<file path="src/rtl/bp_be_hardfloat_pkg.sv">
// Shared floating-point types plus the FP CSR addresses, op codes and the
// packed fcsr layout used by the FP CSR unit.
package bp_be_hardfloat_pkg;

   // IEEE rounding modes as encoded in instructions and in frm
   typedef enum logic [2:0] {
      e_rne = 3'b000,
      e_rtz = 3'b001,
      e_rdn = 3'b010,
      e_rup = 3'b011,
      e_rmm = 3'b100,
      e_dyn = 3'b111
   } bsg_fp_rm_e;

   // Accrued exception flags, in fflags bit order
   typedef struct packed {
      logic nv;
      logic dz;
      logic of;
      logic uf;
      logic nx;
   } bsg_fp_eflags_s;

   // FP CSR addresses
   localparam logic [11:0] fflags_addr_gp = 12'h001;
   localparam logic [11:0] frm_addr_gp    = 12'h002;
   localparam logic [11:0] fcsr_addr_gp   = 12'h003;

   // CSR access kinds
   typedef enum logic [1:0] {
      e_fcsr_read = 2'b00,
      e_fcsr_rw   = 2'b01,
      e_fcsr_rs   = 2'b10,
      e_fcsr_rc   = 2'b11
   } bp_be_fcsr_op_e;

   // fcsr image: frm in [7:5], fflags in [4:0]
   typedef struct packed {
      bsg_fp_rm_e     frm;
      bsg_fp_eflags_s fflags;
   } bp_be_fcsr_s;

   // True for the reserved rounding-mode encodings
   function automatic logic rm_is_reserved(input logic [2:0] rm);
      return (rm == 3'b101) || (rm == 3'b110) || (rm == 3'b111);
   endfunction

endpackage

</file>
<file path="src/rtl/bp_be_fp_csr_unit.sv">
// Owner of fflags/frm/fcsr: sticky flag accrual from committing FP ops,
// a one-outstanding CSR read/modify/write port, and dynamic rounding-mode
// resolution for issuing FP ops.
module bp_be_fp_csr_unit
   import bp_be_hardfloat_pkg::*;
#(
   parameter int csr_data_width_p = 64,
   parameter int fflags_width_p   = 5
)(
   input  logic                        clk_i,
   input  logic                        reset_n_i,
   input  logic                        csr_v_i,
   output logic                        csr_ready_o,
   input  logic [11:0]                 csr_addr_i,
   input  logic [1:0]                  csr_op_i,
   input  logic [csr_data_width_p-1:0] csr_data_i,
   output logic                        csr_v_o,
   output logic [csr_data_width_p-1:0] csr_data_o,
   output logic                        csr_illegal_o,
   input  logic                        csr_yumi_i,
   input  logic                        commit_v_i,
   input  logic [fflags_width_p-1:0]   commit_fflags_i,
   input  logic [2:0]                  issue_rm_i,
   output logic [2:0]                  issue_rm_o,
   output logic                        issue_rm_illegal_o,
   input  logic                        fs_clean_i,
   output logic                        fs_dirty_o,
   output logic [2:0]                  frm_o,
   output logic [fflags_width_p-1:0]   fflags_o
);

   localparam logic [0:0] ST_IDLE = 1'b0;
   localparam logic [0:0] ST_RESP = 1'b1;

   logic [0:0]                  r_state;
   logic [fflags_width_p-1:0]   r_fflags;
   logic [2:0]                  r_frm;
   logic                        r_dirty;
   logic [csr_data_width_p-1:0] r_data;
   logic                        r_illegal;

   logic [fflags_width_p-1:0]   w_eff;
   logic                        w_legal;
   logic [7:0]                  w_old;
   logic [7:0]                  w_mask;
   logic [7:0]                  w_new;
   bp_be_fcsr_s                 w_fcsr_new;
   logic                        w_accept;
   logic                        w_write;
   logic                        w_dirty_set;
   logic [fflags_width_p-1:0]   w_fflags_nxt;
   logic [2:0]                  w_frm_nxt;
   logic                        w_unused_data;

   // Mask bits above the widest CSR never matter
   assign w_unused_data = ^csr_data_i[csr_data_width_p-1:8];

   // Commits in the acceptance cycle are older than the CSR op
   assign w_eff = r_fflags | (commit_v_i ? commit_fflags_i : 5'b00000);

   assign w_accept = (r_state == ST_IDLE) && csr_v_i;
   assign w_write  = w_accept && w_legal && (csr_op_i != e_fcsr_read);

   // Address decode: old value and mask truncated to the addressed CSR width
   always_comb begin
      w_legal = 1'b1;
      w_old   = 8'h00;
      w_mask  = 8'h00;
      case (csr_addr_i)
         fflags_addr_gp: begin
            w_old  = {3'b000, w_eff};
            w_mask = {3'b000, csr_data_i[4:0]};
         end
         frm_addr_gp: begin
            w_old  = {5'b00000, r_frm};
            w_mask = {5'b00000, csr_data_i[2:0]};
         end
         fcsr_addr_gp: begin
            w_old  = {r_frm, w_eff};
            w_mask = csr_data_i[7:0];
         end
         default: begin
            w_legal = 1'b0;
         end
      endcase
   end

   // New CSR value for the requested modify operation
   always_comb begin
      w_new = w_old;
      case (csr_op_i)
         e_fcsr_rw: w_new = w_mask;
         e_fcsr_rs: w_new = w_old | w_mask;
         e_fcsr_rc: w_new = w_old & ~w_mask;
         default:   w_new = w_old;
      endcase
   end

   assign w_fcsr_new = bp_be_fcsr_s'(w_new);

   // Next fflags/frm: accrual every cycle, overridden by an accepted write
   always_comb begin
      w_fflags_nxt = w_eff;
      w_frm_nxt    = r_frm;
      if (w_write) begin
         case (csr_addr_i)
            fflags_addr_gp: w_fflags_nxt = w_new[4:0];
            frm_addr_gp:    w_frm_nxt    = w_new[2:0];
            fcsr_addr_gp: begin
               w_fflags_nxt = w_fcsr_new.fflags;
               w_frm_nxt    = w_fcsr_new.frm;
            end
            default: begin
               w_fflags_nxt = w_eff;
               w_frm_nxt    = r_frm;
            end
         endcase
      end else begin
         w_fflags_nxt = w_eff;
         w_frm_nxt    = r_frm;
      end
   end

   assign w_dirty_set = (w_write && (w_new != w_old))
                      || (commit_v_i && (commit_fflags_i != 5'b00000));

   // Architectural FP CSR state and FS-dirty tracking (set beats clean)
   always_ff @(posedge clk_i or negedge reset_n_i) begin
      if (!reset_n_i) begin
         r_fflags <= 5'b00000;
         r_frm    <= e_rne;
         r_dirty  <= 1'b0;
      end else begin
         r_fflags <= w_fflags_nxt;
         r_frm    <= w_frm_nxt;
         if (w_dirty_set) begin
            r_dirty <= 1'b1;
         end else if (fs_clean_i) begin
            r_dirty <= 1'b0;
         end
      end
   end

   // Request/response FSM with the response held until consumed
   always_ff @(posedge clk_i or negedge reset_n_i) begin
      if (!reset_n_i) begin
         r_state   <= ST_IDLE;
         r_data    <= '0;
         r_illegal <= 1'b0;
      end else begin
         case (r_state)
            ST_IDLE: begin
               if (csr_v_i) begin
                  r_state   <= ST_RESP;
                  r_data    <= w_legal ? {{(csr_data_width_p-8){1'b0}}, w_old} : '0;
                  r_illegal <= ~w_legal;
               end
            end
            ST_RESP: begin
               if (csr_yumi_i) begin
                  r_state <= ST_IDLE;
               end
            end
            default: r_state <= ST_IDLE;
         endcase
      end
   end

   assign csr_ready_o   = (r_state == ST_IDLE);
   assign csr_v_o       = (r_state == ST_RESP);
   assign csr_data_o    = r_data;
   assign csr_illegal_o = r_illegal;
   assign fs_dirty_o    = r_dirty;
   assign frm_o         = r_frm;
   assign fflags_o      = r_fflags;

   // Dynamic rounding resolves against the registered frm only
   assign issue_rm_o         = (issue_rm_i == e_dyn) ? r_frm : issue_rm_i;
   assign issue_rm_illegal_o = rm_is_reserved(issue_rm_o);

endmodule

</file>
<file path="config.mk">
export PLATFORM = sky130hd
export DESIGN_NAME = bp_be_fp_csr_unit
export DESIGN_NICKNAME = d
export VERILOG_FILES = /design/src/rtl/bp_be_hardfloat_pkg.sv /design/src/rtl/bp_be_fp_csr_unit.sv
export SDC_FILE = /design/constraint.sdc
export NUM_CORES = 1
export LEC_CHECK = 0
export ABC_AREA = 1
export CAP_MARGIN = 20
export CELL_PAD_IN_SITES_DETAIL_PLACEMENT = 1
export CELL_PAD_IN_SITES_GLOBAL_PLACEMENT = 1
export CORE_MARGIN = 10
export CORE_UTILIZATION = 22
export CTS_BUF_LIST = sky130_fd_sc_hd__clkbuf_8
export DETAILED_ROUTE_END_ITERATION = 7
export PLACE_DENSITY_LB_ADDON = 0.25
export SETUP_SLACK_MARGIN = 0.3
export SKIP_CTS_REPAIR_TIMING = 1
export SLEW_MARGIN = 30
export SYNTH_ARGS = -nofsm -noshare
export SYNTH_HDL_FRONTEND = slang
export SYNTH_SLANG_ARGS = --single-unit
</file>
<file path="constraint.sdc">
create_clock -name clk_i -period 2.6 [get_ports clk_i]
set_input_delay 0.26 -clock clk_i [delete_from_list [all_inputs] [get_ports clk_i]]
set_output_delay 0.26 -clock clk_i [all_outputs]
set_load 0.05 [all_outputs]
</file>
==> results of run 1 <==
path summary, 6_finish.rpt:
| path | slack, ps | end | from |
|---|---|---|---|
| max in group asynchronous | 1810 | frm_o[0] | reset_n_i |
| setup reg to reg | 1090 | fs_dirty_o | fflags_o[3] |
| setup / recovery | 470 | issue_rm_o[0] | issue_rm_i[1] |
| hold / removal | 480 | fflags_o[1] | reset_n_i |
| hold reg to reg | 480 | csr_data_o[1] | csr_data_o[1] |
| min in group clk_i | 480 | csr_data_o[1] | csr_data_o[1] |
metal layers:
metal	global-route usage [%]	wire, µm	share of wire (%)
met1	11.1	2690	43
met4	3.34	100	1.6
met2	15.8	2830	45
met3	3.46	605	9.7
met5	0	0	0
per-stage QoR:
step	cell area, µm²	utilization [%]	setup WS, ps	hold slack [ps]
after floorplan	2180	-	397	-35.6
after global placement	2500	28.8	338	464
after detailed placement	2500	28.8	274	469
after CTS	2540	29.3	292	488
after global routing	2550	29.4	310	514
final	2550	29.4	474	480
Yosys cell counts, drive strengths merged:
library cell / number / area, µm²
a21oi: 5 / 25.0
buf: 59 / 442
a21o: 4 / 30.0
clkinv: 2 / 8.75
dfrtp: 19 / 475
o31ai: 1 / 7.51
conb: 1 / 3.75
nand2: 71 / 299
nor4: 1 / 6.26
nor2: 24 / 120
inv: 35 / 131
a31oi: 3 / 18.8
clkbuf: 1 / 3.75
nand4: 5 / 31.3
o21ai: 14 / 85.1
o22ai: 1 / 6.26
a22oi: 3 / 22.5
nand3: 34 / 218
o21a: 3 / 22.5
worst register-to-register path, cell delays in order, from the launching register on:
cell and delay [ps]:
dfrtp_1 350, a21o_1 130, nand3_1 160, nor2_1 130
nand2_1 80, nand3_1 70, nand3_1 90, nor2_1 110
nand3_1 120, nand2_1 100, nand2_1 60
cell type report:
class / count / share of cell area [%]
Multi-Input combinational cell: 225 / 43.7
Timing Repair Buffer: 64 / 25.1
Sequential cell: 19 / 18.6
Inverter: 37 / 5.49
Tap cell: 108 / 5.30
Clock buffer: 3 / 1.62
Clock inverter: 1 / 0.147
sequential cells by signal, summed over array words and instances, names as in the netlist:
name and cells:
frm_o 3, fs_dirty_o 1, fflags_o 5, csr_data_o 8, csr_v_o 1, csr_illegal_o 1
power by group:
group / total [mW] / internal, mW / switching (mW)
combinational: 0.373 / 0.0838 / 0.289
sequential: 0.301 / 0.299 / 0.00182
clock: 0.200 / 0.105 / 0.0955
total: 0.874 / 0.488 / 0.386
kinds of logic after synthesis:
logic type             Yosys count  synth area share [%]
AOI/OAI and AO/OA               34                  11.1
buffers and inverters           97                  29.9
other                            1                 0.192
DFF                             19                  24.3
and+or+nand+nor                135                  34.5
==> reports/summary.txt, run 1 <==
status: complete, no violations
fin. max-slew vios: 0
Crit-path slowest cell: clkdlybuf4s50_1
global route overflow: 0
cts bufs inserted: 3
Site Rows: 34
Slew HR: 65.4%
data arrival time of the worst path: 1870 ps
Fill cells: 1130
share of cells above drive strength 1: 10.6%
Startpoint Class: input port
first-pass iteration count of the detailed router: 4
Yosys Warn Count: 0
clk slew on worst S/H paths: 70 ps
diode count: 0
core area: 8680 µm²
post-DP HPWL: 5480 µm
Worst-Skew Late Latency: 250 ps
H-tree depth: 1
Die W: 114 µm
Worst path top cell family by delay: buffers and inverters
final setup vio count: 0
crit path max fanout: 2
GPL Wtd Cong: 0.795
nets@finish: 442
critical path class: input port to output pin
Hold Fails Final Rpt: 0
via count: 1865
Yosys cell types: 32
post-DR wirelength/cell: 13.6 µm
register area share after synthesis: 24.3%
Max Clk Rate: 470 MHz
dpl cells: 452
leak pwr: 1.26 nW
Mapped Area: 1960 µm²
vias in the first global route: 2091
I/O Buffers: 59
Min Clock Period, post-route: 2130 ps
die area: 13100 µm²
GR Util All Layers: 9.52%
syn_area_per_cell: 6.84 µm²
most common cell after layout, fill and taps aside: nand2_1
setup TNS: 0 ps
Tcrit/Tclk final: 81.8%
Crit path buffers/inverters: 4
post-route ant nets: 0
Die Height: 114 µm
most frequent cells in the layout: 62 x nand2_1, 57 x clkdlybuf4s50_1, 56 x conb_1, 34 x inv_1, 29 x nand3_1
CP max stage delay: 710 ps
largest net degree at the start of global routing: 21
initial antenna violation count: 0
TritonCTS clock tree: done
endpoint class of the critical path: output pin
Finished Layout Cells: 457
Levels on crit path: 5
area delta synth->final: 30.4%
CTS Root Cell: clkbuf_8
PwrDens: 343 nW/µm²
Reg2Reg Depth: 10
DRT iter0 DRCs: 47
worst path required time: 2340 ps
Max clock buf depth: 2
register area: 475 µm²
HP Class: input port to asynchronous set/reset pin
Via-to-Cell Ratio: 4.08
Syn Inst Count: 286
RSZ-0062 raised after global routing: false
area of the multi-input gates: 1110 µm²
DRC viols: 0
clk sink count: 19
Setup Skew: 3.57 ps
Max Cap Viol: 0
Top Ports: 172
global-route wire length before repair: 10300 µm
WL final: 6220 µm
worst vdd ir: 0.122 mV
total power: 0.874 mW
flops & latches, synth: 19
CP cell instances: clkdlybuf4s50_1 > inv_1 > o31ai_1 > inv_1 > clkdlybuf4s50_1
Starting Density: 22.5%
Slew @ Worst Pin: 517 ps
(Power assumes the default switching activity.)
==> inputs of run 2 (changes only) <==
Settings changed: CORE_UTILIZATION 22 to 20.
Clock period 2.6 ns to 2.15 ns, I/O delays scaled along.
==> reports/summary.txt, run 2 (same netlist as run 1, synthesis figures left out) <==
status: complete, no violations (unchanged)
Starting Density: 20.3% (was 22.5%)
CP startpoint: csr_addr_i[2] (was issue_rm_i[1])
Min Clock Period, post-route: 1860 ps
worst path required time: 2310 ps (was 2340 ps)
Slew HR: 64.8% (was 65.4%)
endpoint class of the critical path: flop (was output pin)
Top Ports: 172 (unchanged)
via count: 1958 (was 1865)
number of flip-flops in the largest register: 8 (unchanged)
DRC viols: 0 (unchanged)
initial antenna violation count: 0 (unchanged)
RSZ-0062 raised after global routing: true (was false)
CP cell instances: clkdlybuf4s50_1 > inv_1 > nand2_2 > nor2_2 > buf_12 > o21ai_2 > nor2_2 > nand2_1 > nand3_1 > nand3_1 > nand2_1 > nor2_1 > nand3_1 > nand2_1 > nand2_1 (was clkdlybuf4s50_1 > inv_1 > o31ai_1 > inv_1 > clkdlybuf4s50_1)
global-route wire length before repair: 10600 µm (was 10300 µm)
cts bufs inserted: 3 (unchanged)
GPL Wtd Cong: 0.788 (was 0.795)
Max clock buf depth: 2 (unchanged)
first-pass iteration count of the detailed router: 4 (unchanged)
DR WL met3: 542 µm (was 605 µm)
HP Class: input port to asynchronous set/reset pin (unchanged)
I/O Buffers: 59 (unchanged)
post-DP HPWL: 5740 µm (was 5480 µm)
largest net degree at the start of global routing: 21 (unchanged)
r2r startpoint: fflags_o[4] (was fflags_o[3])
diode count: 0 (unchanged)
Max Clk Rate: 539 MHz
die area: 14100 µm² (was 13100 µm²)
fin. max-slew vios: 0 (unchanged)
CP most frequent cell: nand2_1
H-tree depth: 1 (unchanged)
Setup Skew: 2.43 ps (was 3.57 ps)
DRT iter0 DRCs: 62 (was 47)
most frequent cells in the layout: 60 x nand2_1, 56 x conb_1, 46 x clkdlybuf4s50_1, 33 x inv_1, 31 x buf_4 (was 62 x nand2_1, 57 x clkdlybuf4s50_1, 56 x conb_1, 34 x inv_1, 29 x nand3_1)
Flop pwr share: 33.3% (was 34.4%)
Fill cells: 1255 (was 1130)
worst vdd ir: 0.195 mV (was 0.122 mV)
GR Util All Layers: 8.88% (was 9.52%)
Site Rows: 36 (was 34)
global route overflow: 0 (unchanged)
post-DR wirelength/cell: 13.3 µm (was 13.6 µm)
vias in the first global route: 2174 (was 2091)
Sw Share: 44.6% (was 44.2%)
Reg2Reg Depth: 10 (unchanged)
post-route ant nets: 0 (unchanged)
clk slew on worst S/H paths: 70 ps (about the same)
Via-to-Cell Ratio: 3.82 (was 4.08)
WL final: 6810 µm (was 6220 µm)
leak pwr: 1.51 nW (was 1.26 nW)
data arrival time of the worst path: 2010 ps (was 1870 ps)
TritonCTS clock tree: done (unchanged)
Hold Fails Final Rpt: 0 (unchanged)
crit path max fanout: 8 (was 2)
Startpoint Class: input port (unchanged)
Max Cap Viol: 0 (unchanged)
CTS Root Cell: clkbuf_8 (unchanged)
clk sink count: 19 (unchanged)
CP max stage delay: 460 ps (was 710 ps)
Die Height: 119 µm (was 114 µm)
internal power: 0.609 mW (was 0.488 mW)
core area: 9640 µm² (was 8680 µm²)
share of cells above drive strength 1: 21.1% (was 10.6%)
critical path class: input port to flop (was input port to output pin)
met2 WL: 3070 µm (was 2830 µm)
Crit-path slowest cell: clkdlybuf4s50_1 (unchanged)
final setup vio count: 0 (unchanged)
top sig layer: met4 (unchanged)
clock share of power: 23.2% (was 22.9%)
PwrDens: 365 nW/µm² (was 343 nW/µm²)
nets@finish: 472 (was 442)
Tcrit/Tclk final: 86.4%
most common cell after layout, fill and taps aside: nand2_1 (unchanged)
register area: 477 µm² (was 475 µm²)
r2r setup slk: 620 ps (was 1090 ps)
Worst-Skew Late Latency: 260 ps (was 250 ps)
critical path capture point: fs_dirty_o (was issue_rm_o[0])
R2R Path End: fs_dirty_o (unchanged)
Die W: 119 µm (was 114 µm)
area of the multi-input gates: 1210 µm² (was 1110 µm²)
Slew @ Worst Pin: 527 ps (was 517 ps)
Comb power frac: 43.5% (was 42.6%)
Hold WS: 288 ps (was 480 ps)
setup TNS: 0 ps (unchanged)
routed metal-1 wire length: 3110 µm (was 2690 µm)
area delta synth->final: 53.9% (was 30.4%)
Psw: 0.491 mW (was 0.386 mW)
## run 2: cell types whose count changed in the layout (fill, tap and decap cells not counted), moves of 3 or more
cell / change
buf_4: +28
clkdlybuf4s50_1: -11
dlymetal6s2s_1: +8
buf_12: +4
nand2_8: +3
## run 2: area by class of cell
class / count / area share, %
clock buffer: 3 / 1.37
clock inverter: 1 / 0.125
inverter: 37 / 4.82
multi-input combinational: 225 / 40.2
sequential: 19 / 15.8
tap: 133 / 5.53
timing repair buffer: 94 / 32.1
## run 2: worst min-delay path by stage
stage                  startpoint            end  depth (start not counted)
floorplan               reset_n_i  csr_data_o[0]                          0
global placement    csr_data_o[3]  csr_data_o[3]                          2
detailed placement  csr_data_o[1]  csr_data_o[1]                          2
CTS                     reset_n_i    fflags_o[0]                          2
global route            reset_n_i    fflags_o[0]                          2
finish                  reset_n_i    fflags_o[0]                          2
## run 2: layer usage
| metal | vias up | global-route usage (%) |
|---|---|---|
| li1 | 993 | - |
| met1 | 885 | 10.7 |
| met2 | 75 | 14.6 |
| met3 | 5 | 2.98 |
| met4 | 0 | 2.75 |
| met5 | - | 0 |
## run 2: critical path, delay by kind of cell
family,cells,cell delay (ps)
compound gates,1,180
simple gates,11,980
buf+inv,3,640
## run 2: power by group through the flow
| stage | sequential, mW | combinational, mW | clock [mW] |
|---|---|---|---|
| 2_1_floorplan | 0.388 | 0.389 | 0 |
| 5_1_grt | 0.366 | 0.507 | 0.282 |
| 3_5_place_dp | 0.373 | 0.474 | 0 |
| 3_3_place_gp | 0.373 | 0.471 | 0 |
| 4_1_cts | 0.366 | 0.475 | 0.263 |
| 6_report | 0.366 | 0.479 | 0.255 |
## run 2: metrics by stage
| stage | util [%] | worst slack [ps] | instances | instance area [µm²] | total power [mW] |
|---|---|---|---|---|---|
| finish | 31.2 | 293 | 512 | 3010 | 1.10 |
| global route | 31.2 | 135 | 512 | 3010 | 1.16 |
| CTS | 29.3 | 227 | 506 | 2830 | 1.10 |
| detailed placement | 28.9 | -46.9 | 502 | 2780 | 0.847 |
| global placement | 28.9 | 1.39 | 502 | 2780 | 0.843 |
| floorplan | - | 270 | 341 | 2200 | 0.777 |
